<file path="src/rtl/multdiv_issue_if.sv">
// Request, mult/div unit and writeback signals of the multdiv issue block.
// master: the issue block itself; slave: the pipeline and unit around it.
interface multdiv_issue_if;
  logic        op_valid;
  logic        op_is_div;
  logic [31:0] operand_a;
  logic [31:0] operand_b;
  logic [4:0]  op_rd;
  logic        op_ready;
  logic        busy;
  logic        flush;
  logic        unit_start;
  logic        unit_is_div;
  logic [31:0] unit_a;
  logic [31:0] unit_b;
  logic [31:0] unit_result;
  logic        unit_exception;
  logic        unit_rdy;
  logic        wb_valid;
  logic [31:0] wb_data;
  logic [4:0]  wb_rd;
  logic        wb_exception;
  logic        wb_ready;

  modport master (
    input  op_valid, op_is_div, operand_a, operand_b, op_rd, flush,
    input  unit_result, unit_exception, unit_rdy, wb_ready,
    output op_ready, busy, unit_start, unit_is_div, unit_a, unit_b,
    output wb_valid, wb_data, wb_rd, wb_exception
  );

  modport slave (
    output op_valid, op_is_div, operand_a, operand_b, op_rd, flush,
    output unit_result, unit_exception, unit_rdy, wb_ready,
    input  op_ready, busy, unit_start, unit_is_div, unit_a, unit_b,
    input  wb_valid, wb_data, wb_rd, wb_exception
  );
endinterface

</file>
<file path="src/rtl/multdiv_issue.sv">
// Issue/writeback sequencer for an external multi-cycle mult/div unit:
// accepts one op, starts the unit, waits with a timeout, then holds the result.
module multdiv_issue #(
  parameter int unsigned TIMEOUT = 40
) (
  input logic            clk,
  input logic            reset_n,
  multdiv_issue_if.master bus
);

  localparam logic [1:0] IDLE  = 2'd0;
  localparam logic [1:0] START = 2'd1;
  localparam logic [1:0] WAIT  = 2'd2;
  localparam logic [1:0] DONE  = 2'd3;

  localparam logic [5:0] CNT_LAST = 6'(TIMEOUT - 1);

  logic [1:0]  state_q, state_d;
  logic [5:0]  cnt_q, cnt_d;
  logic [31:0] a_q, a_d;
  logic [31:0] b_q, b_d;
  logic        is_div_q, is_div_d;
  logic [4:0]  rd_q, rd_d;
  logic [31:0] data_q, data_d;
  logic        exc_q, exc_d;
  logic        accept;

  // op_ready is forced low while reset is asserted.
  assign bus.op_ready    = reset_n && (state_q == IDLE) && !bus.flush;
  assign accept          = bus.op_valid && bus.op_ready;
  assign bus.busy        = (state_q != IDLE);
  assign bus.unit_start  = (state_q == START) && !bus.flush;
  assign bus.unit_is_div = is_div_q;
  assign bus.unit_a      = a_q;
  assign bus.unit_b      = b_q;
  assign bus.wb_valid    = (state_q == DONE);
  assign bus.wb_data     = data_q;
  assign bus.wb_rd       = rd_q;
  assign bus.wb_exception = exc_q;

  always_comb begin
    state_d  = state_q;
    cnt_d    = cnt_q;
    a_d      = a_q;
    b_d      = b_q;
    is_div_d = is_div_q;
    rd_d     = rd_q;
    data_d   = data_q;
    exc_d    = exc_q;

    if (bus.flush) begin
      state_d = IDLE;
    end else begin
      case (state_q)
        IDLE: begin
          if (accept) begin
            a_d      = bus.operand_a;
            b_d      = bus.operand_b;
            is_div_d = bus.op_is_div;
            rd_d     = bus.op_rd;
            // Divide by zero never reaches the unit.
            if (bus.op_is_div && (bus.operand_b == 32'd0)) begin
              state_d = DONE;
              data_d  = 32'd0;
              exc_d   = 1'b1;
            end else begin
              state_d = START;
            end
          end
        end
        START: begin
          cnt_d   = 6'd0;
          state_d = WAIT;
        end
        WAIT: begin
          cnt_d = cnt_q + 6'd1;
          if (bus.unit_rdy) begin
            state_d = DONE;
            data_d  = bus.unit_result;
            exc_d   = bus.unit_exception;
          end else if (cnt_q == CNT_LAST) begin
            state_d = DONE;
            data_d  = 32'd0;
            exc_d   = 1'b1;
          end
        end
        DONE: begin
          if (bus.wb_ready) begin
            state_d = IDLE;
          end
        end
        default: state_d = IDLE;
      endcase
    end
  end

  always_ff @(posedge clk or negedge reset_n) begin
    if (!reset_n) begin
      state_q  <= IDLE;
      cnt_q    <= 6'd0;
      a_q      <= 32'd0;
      b_q      <= 32'd0;
      is_div_q <= 1'b0;
      rd_q     <= 5'd0;
      data_q   <= 32'd0;
      exc_q    <= 1'b0;
    end else begin
      state_q  <= state_d;
      cnt_q    <= cnt_d;
      a_q      <= a_d;
      b_q      <= b_d;
      is_div_q <= is_div_d;
      rd_q     <= rd_d;
      data_q   <= data_d;
      exc_q    <= exc_d;
    end
  end

endmodule

</file>
<file path="src/flat_wrapper.sv">
// flat-port wrapper written by rule: the top's interface ports become plain ports
module multdiv_issue_flat 
#(
  parameter int unsigned TIMEOUT = 40
)
  (clk, reset_n, bus_op_valid, bus_op_is_div, bus_operand_a, bus_operand_b, bus_op_rd, bus_flush, bus_unit_result, bus_unit_exception, bus_unit_rdy, bus_wb_ready, bus_op_ready, bus_busy, bus_unit_start, bus_unit_is_div, bus_unit_a, bus_unit_b, bus_wb_valid, bus_wb_data, bus_wb_rd, bus_wb_exception);
  multdiv_issue_if bus_i ();
  input logic clk;
  input logic reset_n;
  input wire logic [$bits(bus_i.op_valid)-1:0] bus_op_valid;
  input wire logic [$bits(bus_i.op_is_div)-1:0] bus_op_is_div;
  input wire logic [$bits(bus_i.operand_a)-1:0] bus_operand_a;
  input wire logic [$bits(bus_i.operand_b)-1:0] bus_operand_b;
  input wire logic [$bits(bus_i.op_rd)-1:0] bus_op_rd;
  input wire logic [$bits(bus_i.flush)-1:0] bus_flush;
  input wire logic [$bits(bus_i.unit_result)-1:0] bus_unit_result;
  input wire logic [$bits(bus_i.unit_exception)-1:0] bus_unit_exception;
  input wire logic [$bits(bus_i.unit_rdy)-1:0] bus_unit_rdy;
  input wire logic [$bits(bus_i.wb_ready)-1:0] bus_wb_ready;
  output wire logic [$bits(bus_i.op_ready)-1:0] bus_op_ready;
  output wire logic [$bits(bus_i.busy)-1:0] bus_busy;
  output wire logic [$bits(bus_i.unit_start)-1:0] bus_unit_start;
  output wire logic [$bits(bus_i.unit_is_div)-1:0] bus_unit_is_div;
  output wire logic [$bits(bus_i.unit_a)-1:0] bus_unit_a;
  output wire logic [$bits(bus_i.unit_b)-1:0] bus_unit_b;
  output wire logic [$bits(bus_i.wb_valid)-1:0] bus_wb_valid;
  output wire logic [$bits(bus_i.wb_data)-1:0] bus_wb_data;
  output wire logic [$bits(bus_i.wb_rd)-1:0] bus_wb_rd;
  output wire logic [$bits(bus_i.wb_exception)-1:0] bus_wb_exception;
  assign bus_i.op_valid = bus_op_valid;
  assign bus_i.op_is_div = bus_op_is_div;
  assign bus_i.operand_a = bus_operand_a;
  assign bus_i.operand_b = bus_operand_b;
  assign bus_i.op_rd = bus_op_rd;
  assign bus_i.flush = bus_flush;
  assign bus_i.unit_result = bus_unit_result;
  assign bus_i.unit_exception = bus_unit_exception;
  assign bus_i.unit_rdy = bus_unit_rdy;
  assign bus_i.wb_ready = bus_wb_ready;
  assign bus_op_ready = bus_i.op_ready;
  assign bus_busy = bus_i.busy;
  assign bus_unit_start = bus_i.unit_start;
  assign bus_unit_is_div = bus_i.unit_is_div;
  assign bus_unit_a = bus_i.unit_a;
  assign bus_unit_b = bus_i.unit_b;
  assign bus_wb_valid = bus_i.wb_valid;
  assign bus_wb_data = bus_i.wb_data;
  assign bus_wb_rd = bus_i.wb_rd;
  assign bus_wb_exception = bus_i.wb_exception;
  multdiv_issue #(.TIMEOUT(TIMEOUT)) u_core (.clk(clk), .reset_n(reset_n), .bus(bus_i));
endmodule
</file>
<file path="config.mk">
export PLATFORM = sky130hd
export DESIGN_NAME = multdiv_issue_flat
export DESIGN_NICKNAME = d
export VERILOG_FILES = /design/src/rtl/multdiv_issue_if.sv /design/src/rtl/multdiv_issue.sv /design/src/flat_wrapper.sv
export SDC_FILE = /design/constraint.sdc
export NUM_CORES = 1
export LEC_CHECK = 0
export BUFFER_PORTS_ARGS = -buffer_cell sky130_fd_sc_hd__buf_2
export CAP_MARGIN = 20
export CORE_UTILIZATION = 43
export DETAILED_ROUTE_END_ITERATION = 7
export GPL_ROUTABILITY_DRIVEN = 0
export PLACE_DENSITY = 0.77
export SLEW_MARGIN = 5
export SYNTH_ARGS = -nofsm -noshare
export SYNTH_HDL_FRONTEND = slang
export SYNTH_SLANG_ARGS = --single-unit
</file>
<file path="constraint.sdc">
create_clock -name clk -period 2.2 [get_ports clk]
set_input_delay 0.11 -clock clk [delete_from_list [all_inputs] [get_ports clk]]
set_output_delay 0.11 -clock clk [all_outputs]
set_load 0.01 [all_outputs]
</file>
==> results.md <==
- Arrival time worst endpoint: 2.36 ns
- FF-to-FF Start: u_core.state_q[0]
- Die Ht: 108 um
- Vias in the first global route: 3,999
- Mean Syn Cell Area: 14.5 um2
- R2R cell count: 8
- TritonCTS clock tree: yes
- Reg clk slew, reported paths: 0.10 ns
- Deepest clock path buffer count: 2
- Largest net degree at the start of global routing: 60
- Vias per cell: 5.03
- Final worst-path cycle share: 0.958
- Switch Pwr: 2.43 mW
- Logic pwr share: 0.380
- Max-cap violation count: 0
- Critical Path Fanout Max: 14
- Distinct cells, synth: 34
- CTS sink count: 111
- Antenna diode count: 0
- Antenna viol nets, final: 0
- Largest cells by area after synthesis: dfrtp_1 58%, mux2_2 17%, mux2_4 9.4%
- Multi-input logic area: 0.00193 mm2
- GR Util All Layers: 0.219
- Top cell type's share of synthesized area: 0.579
- First-pass GRT wire length: 19,500 um
- Slew at the pin closest to its max-slew limit: 0.751 ns
- Die footprint: 0.0116 mm2
- Status: complete, no violations
- Max_slew headroom: 0.499
- Worst Hold End: u_core.bus.unit_b[11]
- Fmax: 475 MHz
- H-tree depth: 3
- Met1 wire length: 4900 um
- Placed cell areas: 0.00607 mm2
- Setup bufs post-CTS: 0
- Final setup fails: 0
- DRC viols: 0
- FF+latch area: 0.00278 mm2
- Yosys top cell by area: dfrtp_1
- Top FF cell, synth: dfrtp_1
- Worst setup path class: primary input to flop
- Top Ports: 216
- DR WL/cell: 16.4 um
- Startpoint types: primary input
- Syn Nets: 446
- Synth warn: 0
- R2r endpoint: u_core.bus.wb_data[16]
- Final HPWL DP: 8400 um
- Switching fraction of total power: 0.332
- Setup total negative slack: 0 ns
- Core Area: 0.0108 mm2
- Initial drt markers: 163
- Vias: 3,846
- Pwr/cell area: 1040 mW/mm2
- Hold path startpoint: bus_operand_b[11]
- Total Power: 7.32 mW
- Required @ worst endpoint: 2.46 ns
- Worst VDD drop: 0.000613 V
- Layout Skew: 0.00544 ns
- CP endpoint kind: flop
- P&R area growth vs syn: 46.0%
- Reg power frac: 0.437
- Wire length on met2: 6570 um
- Count leader, synth: dfrtp_1
- Routed WL: 12,500 um
- Row cnt: 38
- Register area share after synthesis: 0.579
- Met3 wire length: 817 um
- Nets@finish: 734
- GRT overflow: 0
- Post-route cell area: 0.00701 mm2
- Post-route minimum period: 2.11 ns
- Initial Utilization: 0.443
- Worst skew pair latency: 0.36 ns
- FF+latch count, synth: 111
- Antenna violations before repair: 0
- Hold depth: 2
- Root Driver: clkbuf_8
- Worst Hold Class: primary input to flop
- Leakage Power: 3.71 nW
- Fill cell count: 815
- Number of synthesized flops with an enable pin: 0
- Top routing layer used: met4
- Clock share of power: 0.183
- Netlist Area Pre-Place: 0.00480 mm2
- Hold Fails Final Rpt: 0
- Placed cells: 678
- DIE WIDTH: 108 um
- Cell Count, Final, Fillers Out: 764
- Cell Int Power: 4.89 mW
- Post-synthesis cell count: 331
- Port bufs: 215
- R2r setup slk: 0.15 ns
- Most common library cells after synthesis: 111 x dfrtp_1, 73 x mux2_2, 33 x and3_1
- Final Max Tran Viols: 0
- Post-synth ARST share: 1.00
- Layout cells sized above 1: 0.564
- CTS buffer count: 9
- DRT Pass-1 Iters: 4
[metrics by stage]
| step | worst slack, ns | utilization | hold WS, ns |
|---|---|---|---|
| 2_1_floorplan | 0.0477 | - | -0.186 |
| 3_3_place_gp | 0.105 | 0.560 | 0.329 |
| 3_5_place_dp | 0.0496 | 0.560 | 0.343 |
| 4_1_cts | 0.0268 | 0.645 | 0.0194 |
| 5_1_grt | -0.00187 | 0.646 | 0.0362 |
| 6_report | 0.0926 | 0.646 | 0.0399 |
[worst max path at each step]
stage                                 start                     end  slack, ns  depth (start not counted)
after global placement    u_core.state_q[0]  u_core.bus.wb_data[19]       0.11                          8
after CTS                 u_core.state_q[0]  u_core.bus.wb_data[17]       0.03                          8
after floorplan           u_core.state_q[0]   u_core.bus.wb_data[0]       0.05                          9
after detailed placement  u_core.state_q[0]  u_core.bus.wb_data[17]       0.05                          8
final                     bus_operand_b[29]  u_core.bus.wb_data[16]       0.09                          8
after global routing      u_core.state_q[0]  u_core.bus.wb_data[13]     -0.002                          8
[cell families after synthesis]
group           count (synthesis)  synth area share
flops                         111             0.579
mux                           104             0.267
compound gates                 17            0.0258
simple gates                   69            0.0892
fa+ha+maj                       6            0.0156
buf+inv                        24            0.0235
[sequential cells by signal, summed over array words and instances, names as in the netlist]
name and cells:
u_core.bus.unit_is_div 1, u_core.bus.wb_exception 1, u_core.bus.wb_data 32, u_core.state_q 2, u_core.bus.unit_a 32, u_core.bus.unit_b 32, u_core.cnt_q 6, u_core.bus.wb_rd 5
[repair_timing]
action,CTS,global route
gates resized for setup,0,3
hold endpoints to repair,128,0
endpoints found under the setup margin,0,29
hold buffers,70,0
[final cells by class]
cell class,instances,share of cell area
well taps,140,0.0250
clock buffers,9,0.0177
multi-input cells,196,0.276
flip-flops and latches,111,0.396
repair buffers,295,0.268
inverters,6,0.00321
clock inverters,7,0.0137
[layout by cell type (no fill, tap or decap), types with 2 or more instances in the layout]
| master | instances |
|---|---|
| buf_2 | 214 |
| dfrtp_1 | 111 |
| mux2_2 | 73 |
| dlygate4sd3_1 | 70 |
| and3_1 | 33 |
| mux2_4 | 30 |
| nand2_1 | 9 |
| clkbuf_8 | 9 |
| buf_4 | 9 |
| inv_1 | 6 |
| o21ai_0 | 6 |
| ha_1 | 6 |
| nor4_1 | 5 |
| nor3_1 | 4 |
| a21oi_1 | 3 |
| clkinvlp_4 | 3 |
| nor2b_1 | 2 |
| nand3_1 | 2 |
| nand2b_1 | 2 |
| nor2_1 | 2 |
| a211oi_1 | 2 |
| bufinv_16 | 2 |
| buf_12 | 2 |
[power groups by stage]
stage               Sequential, mW  Combinational [mW]  Clock (mW)
global route                  3.29                3.02        1.43
finish                        3.20                2.78        1.34
floorplan                     3.56                1.11           0
CTS                           3.18                2.77        1.37
detailed placement            3.21                2.66           0
global placement              3.17                2.60           0
[per-layer routing]
| metal | vias up | global-route usage |
|---|---|---|
| li1 | 1769 | - |
| met1 | 1891 | 0.253 |
| met2 | 165 | 0.393 |
| met3 | 21 | 0.0484 |
| met4 | 0 | 0.0822 |
| met5 | - | 0 |
[critical path, stage by stage]
cell and delay (ns):
dlygate4sd3_1 0.53, buf_2 0.13, nor4_1 0.36, nand4_1 0.24, nor4_4 0.28, o211ai_4 0.20
buf_12 0.21, mux2_4 0.29
Power figures use the tool's default switching activity.
